`src/rtl/foo_array_gather_if.sv`:
```
// foo_array_gather_if: handshake bundle for the serial-to-array collector.
//   Input side : in_valid, in_bit, flush (producer -> collector), in_ready (collector -> producer)
//   Output side: out_valid, out_foo[W-1:0], out_len (collector -> consumer),
//                out_ready (consumer -> collector)
//   master : the environment (producer and consumer)
//   slave  : the collector itself
interface foo_array_gather_if #(
    parameter int unsigned W  = 4,
    parameter int unsigned LW = $clog2(W + 1)
);
    logic          in_valid;
    logic          in_bit;
    logic          in_ready;
    logic          flush;
    logic          out_valid;
    logic          out_ready;
    logic          out_foo [W-1:0];
    logic [LW-1:0] out_len;

    modport master (
        output in_valid, in_bit, flush, out_ready,
        input  in_ready, out_valid, out_foo, out_len
    );

    modport slave (
        input  in_valid, in_bit, flush, out_ready,
        output in_ready, out_valid, out_foo, out_len
    );
endinterface

```
`src/rtl/foo_array_gather.sv`:
```
// foo_array_gather: collects one bit per valid/ready beat into an unpacked array of W
// elements (element 0 first). A flush closes a partial array early. Completed arrays sit in
// an output register until the consumer takes them; if the register is still occupied when
// an array completes, the collector stalls its input (FULL) holding the array in place.
//   clk  : clock, all state on posedge
//   rst  : asynchronous active-high reset
//   bus  : foo_array_gather_if.slave
//          in_valid/in_bit/in_ready/flush : serial input side
//          out_valid/out_ready/out_foo/out_len : array output side
module foo_array_gather #(
    parameter int unsigned W  = 4,
    parameter int unsigned LW = $clog2(W + 1)
) (
    input logic               clk,
    input logic               rst,
    foo_array_gather_if.slave bus
);
    localparam int unsigned IW = (W > 1) ? $clog2(W) : 1;
    localparam logic [IW-1:0] IdxLast = IW'(W - 1);

    typedef enum logic [0:0] {StFill, StFull} state_e;

    state_e        state_q, state_d;
    logic [IW-1:0] idx_q, idx_d;
    logic [W-1:0]  asm_q, asm_d;
    logic [LW-1:0] len_q, len_d;          // length of the array parked in asm while FULL
    logic [W-1:0]  out_q, out_d;
    logic [LW-1:0] out_len_q, out_len_d;
    logic          out_valid_q, out_valid_d;

    logic          accept;
    logic          slot_free;
    logic          complete;
    logic [LW-1:0] count;
    logic [W-1:0]  asm_next;

    always_comb begin
        accept    = bus.in_valid && (state_q == StFill);
        slot_free = !out_valid_q || bus.out_ready;
        count     = LW'(idx_q) + LW'(accept);

        // Elements above the fill point are always 0 in asm, so asm_next is already
        // zero-padded beyond the array length.
        asm_next = asm_q;
        for (int i = 0; i < W; i++) begin
            if (accept && (idx_q == IW'(i))) begin
                asm_next[i] = bus.in_bit;
            end
        end

        complete = (state_q == StFill) &&
                   ((accept && (idx_q == IdxLast)) || (bus.flush && (count != '0)));
    end

    always_comb begin
        state_d     = state_q;
        idx_d       = idx_q;
        asm_d       = asm_q;
        len_d       = len_q;
        out_d       = out_q;
        out_len_d   = out_len_q;
        out_valid_d = out_valid_q && !bus.out_ready;

        unique case (state_q)
            StFill: begin
                if (accept) begin
                    asm_d = asm_next;
                    idx_d = idx_q + IW'(1);
                end
                if (complete) begin
                    idx_d = '0;
                    if (slot_free) begin
                        out_d       = asm_next;
                        out_len_d   = count;
                        out_valid_d = 1'b1;
                        asm_d       = '0;
                    end else begin
                        state_d = StFull;
                        len_d   = count;
                    end
                end
            end
            StFull: begin
                if (slot_free) begin
                    out_d       = asm_q;
                    out_len_d   = len_q;
                    out_valid_d = 1'b1;
                    asm_d       = '0;
                    idx_d       = '0;
                    state_d     = StFill;
                end
            end
            default: state_d = StFill;
        endcase
    end

    always_ff @(posedge clk or posedge rst) begin
        if (rst) begin
            state_q     <= StFill;
            idx_q       <= '0;
            asm_q       <= '0;
            len_q       <= '0;
            out_q       <= '0;
            out_len_q   <= '0;
            out_valid_q <= 1'b0;
        end else begin
            state_q     <= state_d;
            idx_q       <= idx_d;
            asm_q       <= asm_d;
            len_q       <= len_d;
            out_q       <= out_d;
            out_len_q   <= out_len_d;
            out_valid_q <= out_valid_d;
        end
    end

    always_comb begin
        bus.in_ready  = (state_q == StFill);
        bus.out_valid = out_valid_q;
        bus.out_len   = out_len_q;
        for (int i = 0; i < W; i++) begin
            bus.out_foo[i] = out_q[i];
        end
    end
endmodule

```
`src/flat_wrapper.sv`:
```
// flat-port wrapper written by rule: the top's interface ports become plain ports
module foo_array_gather_flat 
#(
    parameter int unsigned W  = 4,
    parameter int unsigned LW = $clog2(W + 1)
)
  (clk, rst, bus_in_valid, bus_in_bit, bus_flush, bus_out_ready, bus_in_ready, bus_out_valid, bus_out_foo, bus_out_len);
  foo_array_gather_if #(.W(W), .LW(LW)) bus_i ();
  input logic clk;
  input logic rst;
  input wire logic [$bits(bus_i.in_valid)-1:0] bus_in_valid;
  input wire logic [$bits(bus_i.in_bit)-1:0] bus_in_bit;
  input wire logic [$bits(bus_i.flush)-1:0] bus_flush;
  input wire logic [$bits(bus_i.out_ready)-1:0] bus_out_ready;
  output wire logic [$bits(bus_i.in_ready)-1:0] bus_in_ready;
  output wire logic [$bits(bus_i.out_valid)-1:0] bus_out_valid;
  output wire logic [$bits(bus_i.out_foo)-1:0] bus_out_foo;
  output wire logic [$bits(bus_i.out_len)-1:0] bus_out_len;
  assign bus_i.in_valid = bus_in_valid;
  assign bus_i.in_bit = bus_in_bit;
  assign bus_i.flush = bus_flush;
  assign bus_i.out_ready = bus_out_ready;
  assign bus_in_ready = bus_i.in_ready;
  assign bus_out_valid = bus_i.out_valid;
  assign bus_out_foo = {>>{bus_i.out_foo}};
  assign bus_out_len = bus_i.out_len;
  foo_array_gather #(.W(W), .LW(LW)) u_core (.clk(clk), .rst(rst), .bus(bus_i));
endmodule
```
`config.mk`:
```
export PLATFORM = sky130hd
export DESIGN_NAME = foo_array_gather_flat
export DESIGN_NICKNAME = d
export VERILOG_FILES = /design/src/rtl/foo_array_gather_if.sv /design/src/rtl/foo_array_gather.sv /design/src/flat_wrapper.sv
export SDC_FILE = /design/constraint.sdc
export NUM_CORES = 1
export LEC_CHECK = 0
export ABC_CLOCK_PERIOD_IN_PS = 4750
export BUFFER_PORTS_ARGS = -buffer_cell sky130_fd_sc_hd__buf_2
export CORE_MARGIN = 4
export CORE_UTILIZATION = 58
export DETAILED_ROUTE_END_ITERATION = 6
export PLACE_DENSITY = 0.81
export SYNTH_ARGS = -nofsm -noshare
export SYNTH_HDL_FRONTEND = slang
export SYNTH_SLANG_ARGS = --single-unit
```
`constraint.sdc`:
```
create_clock -name clk -period 4.75 [get_ports clk]
set_input_delay 1.425 -clock clk [delete_from_list [all_inputs] [get_ports clk]]
set_output_delay 1.425 -clock clk [all_outputs]
set_load 0.005 [all_outputs]
```
==> impl_metrics.py, run 1 <==
metrics = {
    "synthesis": {
        "synthMostInstantiatedCell": "dfrtp_1",
        "synth_cell_types": 30,
        "yosys-top-cells-area": "dfrtp_1, ha_1, mux2i_1, nor2_1, mux2_1",
        "synth-edff-count": 0,
        "synth_top_area_cell": "dfrtp_1",
        "synth_cells": 97,
        "netlist_top_cells_count": "dfrtp_1, nor2_1, nand2_1",
        "synth_top_area_share_pct": 46.4,
        "synth_area_um2": 971,
        "syn_area_per_cell_um2": 10.0,
        "synth_ff_type": "dfrtp_1",
        "ys.warnings.count": 0,
        "ys_async_sr_fraction_pct": 100,
        "syn_nets": 109,
        "ys_ff_latch": 18,
        "ys_seq_area_share_pct": 46.4,
    },
    "floorplanning": {
        "die_y_um": 48.9,
        "dieArea_um2": 2390,
        "die_w_um": 48.9,
        "num_io_pins": 15,
        "fp.coreArea_um2": 1540,
        "rows": 14,
        "initial_core_util_pct": 63.0,
    },
    "sta": {
        "setup_viol": 0,
        "finalCriticalPeriod_ns": 3.25,
        "fin_skew_ns": 0.00639,
        "finalCritPeriodShare_pct": 68.5,
        "timing.slew.headroom_pct": 46.2,
        "rsz0062_at_grt": "no",
        "drv_slew": 0,
        "hold_viol": 0,
        "hold_ws_ns": 0.509,
        "fmax_ghz": 0.307,
        "worstMarginPinSlew_ns": 0.805,
        "tns_ns": 0,
    },
    "setup_path": {
        "r2r_end": "u_core.len_q[1]$_DFFE_PP0P_",
        "slowest_stage": "o31ai_4",
        "rrSetupSlack_ns": 2.12,
        "cp.required_ns": 4.93,
        "cpPeakStageDelay_ns": 0.40,
        "crit_end": "u_core.len_q[1]$_DFFE_PP0P_",
        "startpoint_type": "primary input",
        "cp_cell_sequence": "buf_2 -> nor2b_1 -> ha_1 -> ha_1 -> o31ai_4 -> nand2_2 -> nand3_2 -> mux2_1",
        "critPathArrivalTime_ns": 3.44,
        "cp_max_fo": 8,
        "crit_top_cell": "ha_1",
        "rr_worst_depth": 7,
        "crit_path_end_kind": "flip-flop",
        "worstSetupPathType": "in2reg",
        "timing.rr.start": "u_core.state_q$_DFF_PP0_",
        "critPathLaunch": "bus_in_valid",
    },
    "global_routing": {
        "antenna_found_initial": 0,
        "track_usage_pct": 17.2,
        "grt_pass1_vias": 715,
        "grt_start_max_net_pins": 19,
        "grt_first_pass_wirelength_um": 3310,
        "overflow": 0,
    },
    "cts": {
        "cts_buffers": 3,
        "cts-root-buf": "clkbuf_4",
        "holdBufCountCts": 0,
        "cts_tree": "done",
        "post_cts_buffers": 0,
        "clk_path_buf_depth": 2,
        "clk_latency_ns": 0.29,
        "clk_pin_slew_ns": 0.10,
        "ctsResizeCount": 0,
        "cts-htree-levels": 1,
        "cts_sinks": 18,
    },
    "drt": {
        "ant_nets": 0,
        "wl_met2_um": 876,
        "totalWireLength_um": 1900,
        "wl_met1_um": 928,
        "dr.pass1.iters": 4,
        "dr_total_vias": 741,
        "wl_met3_um": 81,
        "topRoutingLayerUsed": "met4",
        "dr.first_iter.drc_count": 11,
        "drc": 0,
        "routedWlPerCell_um": 15.0,
        "vias_per_cell": 5.83,
    },
    "cells_and_area": {
        "final_area_um2": 1080,
        "fillers": 126,
        "nets": 124,
        "drive_above_1_share_pct": 19.8,
        "diodes": 0,
        "syn_to_final_growth_pct": 11.2,
    },
    "power": {
        "leakagePower_nw": 0.518,
        "ir_worst_vdd_mv": 0.387,
        "powerDensity_nw_per_um2": 611,
    },
    "worst_hold_path": {
        "hold_path_class": "reg2reg",
    },
    "run": {
        "max_cap_violations": 0,
    },
    "placed_design": {
        "dp.final_hpwl_um": 1450,
        "port_buffers": 14,
        "place_area_um2": 1040,
        "routabilityCongestion": 0.917,
    },
    "outcome": {
        "status": "complete, no violations",
    },
}
==> cell families (layout without fill, tap and decap cells) <==
logic type               after synthesis  after routing  synth area share (%)
flip-flops                            18             18                  46.4
multiplexers                           7              7                  7.60
AND/OR/NAND/NOR                       37             37                  19.1
adder cells (fa/ha/maj)                6              6                  7.73
buffers and inverters                  8             22                  3.35
AO/OA/AOI/OAI                         21             21                  15.9
==> cell usage in the layout, fill, tap and decap left out, drive strengths merged <==
cell type / count
dfrtp: 18
buf: 14
nor2: 10
nand2: 9
o21ai: 6
a21oi: 6
ha: 6
inv: 4
mux2i: 4
nor3: 4
nand3: 4
clkbuf: 4
nor2b: 3
mux2: 3
o22ai: 3
nor4: 2
o31ai: 1
a31oi: 1
nand2b: 1
a211o: 1
o22a: 1
nor3b: 1
and2: 1
nand4: 1
o211ai: 1
a22oi: 1
nand4b: 1
==> registers in the layout, indices dropped and copies added, names as in the netlist <==
signal	cells
u_core.bus.out_foo	4
u_core.idx_q	2
u_core.bus.out_len	3
u_core.state_q	1
u_core.bus.out_valid	1
u_core.len_q	3
u_core.asm_q	4
==> routing by layer <==
metal / global-route usage [%] / vias to the layer above
li1: - / 372
met3: 3.36 / 4
met4: 5.38 / 0
met1: 25.1 / 348
met5: 0 / -
met2: 25.7 / 17
==> power breakdown <==
| group | switching [mW] | leakage, nW | internal (mW) |
|---|---|---|---|
| Combinational | 0.164 | 0.270 | 0.129 |
| Sequential | 0.0534 | 0.227 | 0.219 |
| Clock | 0.0467 | 0.0210 | 0.0467 |
| Total | 0.264 | 0.518 | 0.396 |
==> worst min path at each step <==
stage | start | endpoint | slack, ns | cells past startpoint
CTS | u_core.len_q[2]$_DFFE_PP0P_ | u_core.len_q[2]$_DFFE_PP0P_ | 0.51 | 1
floorplan | u_core.len_q[2]$_DFFE_PP0P_ | u_core.len_q[2]$_DFFE_PP0P_ | 0.46 | 1
global placement | u_core.len_q[2]$_DFFE_PP0P_ | u_core.len_q[2]$_DFFE_PP0P_ | 0.48 | 1
global route | u_core.len_q[0]$_DFFE_PP0P_ | u_core.len_q[0]$_DFFE_PP0P_ | 0.54 | 1
detailed placement | u_core.len_q[2]$_DFFE_PP0P_ | u_core.len_q[2]$_DFFE_PP0P_ | 0.48 | 1
finish | u_core.len_q[2]$_DFFE_PP0P_ | u_core.len_q[2]$_DFFE_PP0P_ | 0.51 | 1
==> worst max-delay path, delay by kind of cell <==
| family | cells | cell delay, ns |
|---|---|---|
| AND/OR/NAND/NOR | 3 | 0.63 |
| adder cells (fa/ha/maj) | 2 | 0.51 |
| AO/OA/AOI/OAI | 1 | 0.40 |
| multiplexers | 1 | 0.34 |
| buffers and inverters | 1 | 0.12 |
==> stage by stage <==
step	setup slack (ns)	util [%]	instances	power, mW
after floorplan	1.56	-	97	0.479
after global placement	1.30	67.7	123	0.558
after detailed placement	1.19	67.7	123	0.569
after CTS	1.52	70.0	127	0.666
after global routing	1.34	70.0	127	0.717
final	1.50	70.0	127	0.659
==> layout make-up <==
class | instances | area, µm² | area share (%)
Multi-Input combinational cell | 71 | 488 | 45.2
Sequential cell | 18 | 450 | 41.7
Timing Repair Buffer | 14 | 70.1 | 6.49
Clock buffer | 4 | 36.3 | 3.36
Tap cell | 16 | 20.0 | 1.85
Inverter | 4 | 15.0 | 1.39
(Power assumes the default switching activity.)
==> inputs of run 2 (changes only) <==
- ABC_CLOCK_PERIOD_IN_PS: 4750 -> 2750
- CORE_UTILIZATION: 58 -> 49
- PLACE_DENSITY: 0.81 -> 0.73
- clock period: 4.75 -> 2.75 ns (I/O delays scaled with it)
==> impl_metrics.py, run 2 (synthesized netlist as in run 1, its figures left out) <==
metrics = {
    "drt": {
        "dr_total_vias": 772,
        "vias_per_cell": 5.51,
        "totalWireLength_um": 2060,
        "drc": 0,
        "dr.pass1.iters": 4,
        "ant_nets": 0,
        "routedWlPerCell_um": 14.7,
        "dr.first_iter.drc_count": 13,
    },
    "placed_design": {
        "dp.final_hpwl_um": 1530,
        "port_buffers": 14,
        "routabilityCongestion": 0.724,
        "place_ws_ns": 0.211,
        "dp.cells": 136,
        "place_area_um2": 1080,
    },
    "cts": {
        "clk_pin_slew_ns": 0.11,
        "cts-root-buf": "clkbuf_4",
        "cts_tree": "done",
        "cts_buffers": 3,
        "clk_path_buf_depth": 2,
        "post_cts_buffers": 0,
        "clk_latency_ns": 0.29,
        "cts-htree-levels": 1,
        "ctsResizeCount": 0,
        "cts_sinks": 18,
        "holdBufCountCts": 0,
    },
    "power": {
        "fin_total_pwr_mw": 1.17,
        "leakagePower_nw": 0.538,
        "ir_worst_vdd_mv": 0.565,
        "powerDensity_nw_per_um2": 1040,
    },
    "cells_and_area": {
        "diodes": 0,
        "final_cell_mix": "dfrtp_1, buf_2, nor2_1, nand2_1",
        "nets": 128,
        "final_common_cell": "dfrtp_1",
        "regArea_um2": 450,
        "drive_above_1_share_pct": 22.6,
        "multi_input_area_um2": 488,
        "stdcell_count": 140,
        "syn_to_final_growth_pct": 15.5,
        "final_area_um2": 1120,
        "fillers": 160,
    },
    "sta": {
        "fmax_ghz": 0.445,
        "finalCriticalPeriod_ns": 2.25,
        "tns_ns": 0,
        "rsz0062_at_grt": "no",
        "finalCritPeriodShare_pct": 81.7,
        "drv_slew": 0,
        "fin_skew_ns": 0.00128,
        "timing.slew.headroom_pct": 53.1,
        "setup_viol": 0,
        "hold_viol": 0,
        "worstMarginPinSlew_ns": 0.702,
        "setup_ws_ns": 0.502,
    },
    "floorplanning": {
        "num_io_pins": 15,
        "rows": 15,
        "dieArea_um2": 2760,
        "fp.coreArea_um2": 1800,
        "die_w_um": 52.5,
        "initial_core_util_pct": 53.9,
        "die_y_um": 52.5,
    },
    "setup_path": {
        "cp_max_fo": 7,
        "critPathArrivalTime_ns": 2.46,
        "cp.required_ns": 2.96,
        "crit_path_end_kind": "flip-flop",
        "startpoint_type": "primary input",
        "worstSetupPathType": "in2reg",
    },
    "worst_hold_path": {
        "hold_path_class": "reg2reg",
    },
    "global_routing": {
        "grt_first_pass_wirelength_um": 3330,
        "overflow": 0,
        "grt_pass1_vias": 783,
        "antenna_found_initial": 0,
        "track_usage_pct": 16.6,
        "grt_start_max_net_pins": 19,
    },
    "outcome": {
        "status": "complete, no violations",
    },
    "run": {
        "max_cap_violations": 0,
    },
}
## run 2: worst paths after layout
| kind | startpoint | end | slack, ns | depth (start not counted) |
|---|---|---|---|---|
| worst max-delay path | bus_in_valid | u_core.bus.out_len[1]$_DFFE_PP0P_ | 0.50 | 9 |
| worst min-delay path | u_core.len_q[2]$_DFFE_PP0P_ | u_core.len_q[2]$_DFFE_PP0P_ | 0.52 | 1 |
| worst max register to register | u_core.idx_q[0]$_DFFE_PP0P_ | u_core.bus.out_len[1]$_DFFE_PP0P_ | 0.78 | 7 |
| worst min register to register | u_core.len_q[2]$_DFFE_PP0P_ | u_core.len_q[2]$_DFFE_PP0P_ | 0.52 | 1 |
| max in group asynchronous | rst | u_core.state_q$_DFF_PP0_ | 1.69 | 2 |
| min in group asynchronous | rst | u_core.bus.out_foo[2]$_DFFE_PP0P_ | 0.62 | 2 |
## run 2: routing by layer
layer  up-vias  track usage [%]  routed length (µm)
met3         0             4.84                 112
met5         -                0                   0
met2        22             27.5                 987
met4         0             5.11                   0
li1        378                -                   -
met1       372             20.6                 956
## run 2: cell type report
class,instances,area share [%]
clock buffers,4,3.24
inverters,4,1.34
multi-input cells,71,43.5
flip-flops and latches,18,40.2
well taps,25,2.79
repair buffers,18,8.93
## run 2: critical path, stage by stage
cell	delay, ns
buf_2	0.13
nor2b_1	0.14
ha_1	0.18
ha_1	0.34
o31ai_4	0.21
buf_4	0.21
and2_1	0.16
nor4_1	0.05
nor3_1	0.21
## run 2: power breakdown
part	internal, mW	leakage, nW	switching (mW)
Combinational	0.246	0.290	0.309
Clock	0.0806	0.0210	0.0843
Sequential	0.379	0.227	0.0709
## run 2: metrics by stage
step,utilization (%),hold WS (ns)
6_report,62.2,0.515
5_1_grt,62.2,0.538
4_1_cts,62.2,0.510
3_5_place_dp,60.2,0.485
3_3_place_gp,60.2,0.474
2_1_floorplan,-,0.459
==> inputs of run 3 (changes only) <==
- ABC_CLOCK_PERIOD_IN_PS: 2750 -> 2100
- CORE_UTILIZATION: 49 -> 54
- PLACE_DENSITY: 0.73 -> 0.76
- clock period: 2.75 -> 2.1 ns (I/O delays scaled with it)
==> impl_metrics.py, run 3 (synthesized netlist as in run 1, its figures left out) <==
metrics = {
    "global_routing": {
        "antenna_found_initial": 0,
        "grt_pass1_vias": 818,
        "grt_first_pass_wirelength_um": 3610,
        "grt_start_max_net_pins": 19,
        "track_usage_pct": 19.4,
        "overflow": 0,
    },
    "cts": {
        "clk_path_buf_depth": 2,
        "ctsResizeCount": 0,
        "cts-htree-levels": 1,
        "cts_tree": "done",
        "cts-root-buf": "clkbuf_4",
        "holdBufCountCts": 0,
        "cts_buffers": 3,
        "clk_pin_slew_ns": 0.11,
        "cts_sinks": 18,
        "clk_latency_ns": 0.31,
        "post_cts_buffers": 0,
    },
    "sta": {
        "worstMarginPinSlew_ns": 0.676,
        "hold_viol": 0,
        "finalCritPeriodShare_pct": 95.5,
        "drv_slew": 0,
        "fmax_ghz": 0.499,
        "fin_skew_ns": 0.0137,
        "finalCriticalPeriod_ns": 2.01,
        "setup_viol": 0,
        "timing.slew.headroom_pct": 54.9,
        "rsz0062_at_grt": "no",
        "setup_ws_ns": 0.0947,
    },
    "cells_and_area": {
        "drive_above_1_share_pct": 26.9,
        "syn_to_final_growth_pct": 21.1,
        "final_common_cell": "dfrtp_1",
        "stdcell_count": 144,
        "nets": 132,
        "diodes": 0,
        "final_cell_mix": "dfrtp_1, buf_2, nor2_1, nand2_1, buf_4",
    },
    "setup_path": {
        "rrSetupSlack_ns": 0.11,
        "critPathArrivalTime_ns": 2.19,
        "timing.rr.start": "u_core.state_q$_DFF_PP0_",
        "critPathLaunch": "bus_in_valid",
        "rr_worst_depth": 7,
        "crit_path_end_kind": "flip-flop",
        "cp_max_fo": 10,
        "worstSetupPathType": "in2reg",
        "startpoint_type": "primary input",
        "crit_end": "u_core.bus.out_foo[0]$_DFFE_PP0P_",
        "r2r_end": "u_core.bus.out_foo[0]$_DFFE_PP0P_",
        "cp.required_ns": 2.29,
    },
    "placed_design": {
        "place_ws_ns": -0.175,
        "routabilityCongestion": 0.824,
        "dp.final_hpwl_um": 1540,
        "port_buffers": 14,
        "dp.cells": 140,
    },
    "power": {
        "ir_worst_vdd_mv": 0.792,
        "p_int_uw": 970,
        "p_sw_share_pct": 39.5,
        "p_clk_share_pct": 13.7,
        "fin_total_pwr_mw": 1.60,
        "seq_power_share_pct": 37.2,
        "powerDensity_nw_per_um2": 1360,
        "comb_power_share_pct": 49.1,
        "switchingPower_uw": 633,
        "leakagePower_nw": 0.556,
    },
    "drt": {
        "ant_nets": 0,
        "routedWlPerCell_um": 14.7,
        "vias_per_cell": 5.48,
        "dr_total_vias": 789,
        "totalWireLength_um": 2120,
        "drc": 0,
        "dr.first_iter.drc_count": 22,
        "dr.pass1.iters": 4,
    },
    "floorplanning": {
        "fp.coreArea_um2": 1710,
        "rows": 15,
        "die_w_um": 50.4,
        "dieArea_um2": 2540,
        "num_io_pins": 15,
        "initial_core_util_pct": 56.8,
        "die_y_um": 50.4,
    },
    "run": {
        "max_cap_violations": 0,
    },
    "outcome": {
        "status": "complete, no violations",
    },
    "worst_hold_path": {
        "hold_path_class": "in2async",
    },
}
run 3: worst max-delay path, cell delays in order:
cell     delay (ns)
buf_2          0.09
nor2b_1        0.26
ha_4           0.18
ha_4           0.20
o31ai_4        0.26
buf_4          0.20
a31oi_4        0.14
o22a_1         0.24
run 3: through the flow:
stage,cell area [µm²],utilization [%],TNS [ns],hold slack (ns)
3_5_place_dp,1140,66.7,-1.58,0.487
3_3_place_gp,1140,66.7,-1.07,0.484
6_report,1180,68.9,0,0.400
4_1_cts,1180,68.9,0,0.412
5_1_grt,1180,68.9,0,0.437
2_1_floorplan,997,-,-0.796,0.459
run 3: worst min-delay path by stage:
stage	slack, ns	cells after the start	to	startpoint
6_report	0.40	2	u_core.asm_q[0]$_DFFE_PP0P_	rst
5_1_grt	0.44	2	u_core.asm_q[0]$_DFFE_PP0P_	rst
4_1_cts	0.41	2	u_core.asm_q[0]$_DFFE_PP0P_	rst
3_5_place_dp	0.49	1	u_core.len_q[2]$_DFFE_PP0P_	u_core.len_q[2]$_DFFE_PP0P_
3_3_place_gp	0.48	1	u_core.len_q[2]$_DFFE_PP0P_	u_core.len_q[2]$_DFFE_PP0P_
2_1_floorplan	0.46	1	u_core.len_q[2]$_DFFE_PP0P_	u_core.len_q[2]$_DFFE_PP0P_
run 3: layer usage:
layer / up-vias / GRT usage (%) / share of wire [%]
met4: 0 / 16.6 / 4.1
li1: 389 / - / -
met5: - / 0 / 0
met3: 9 / 3.56 / 4.2
met2: 17 / 29.1 / 48
met1: 374 / 23.7 / 44
run 3: cell type report:
class,count,area (µm²)
fillers,138,532
multi-input cells,71,513
flip-flops and latches,18,450
repair buffers,22,130
clock buffers,4,36.3
well taps,25,31.3
inverters,4,15.0
run 3: power groups by stage:
stage / registers [mW] / logic, mW / clock network, mW
floorplan: 0.593 / 0.523 / 0
global placement: 0.596 / 0.755 / 0
detailed placement: 0.602 / 0.778 / 0
CTS: 0.595 / 0.791 / 0.227
global route: 0.612 / 0.879 / 0.244
finish: 0.596 / 0.788 / 0.219
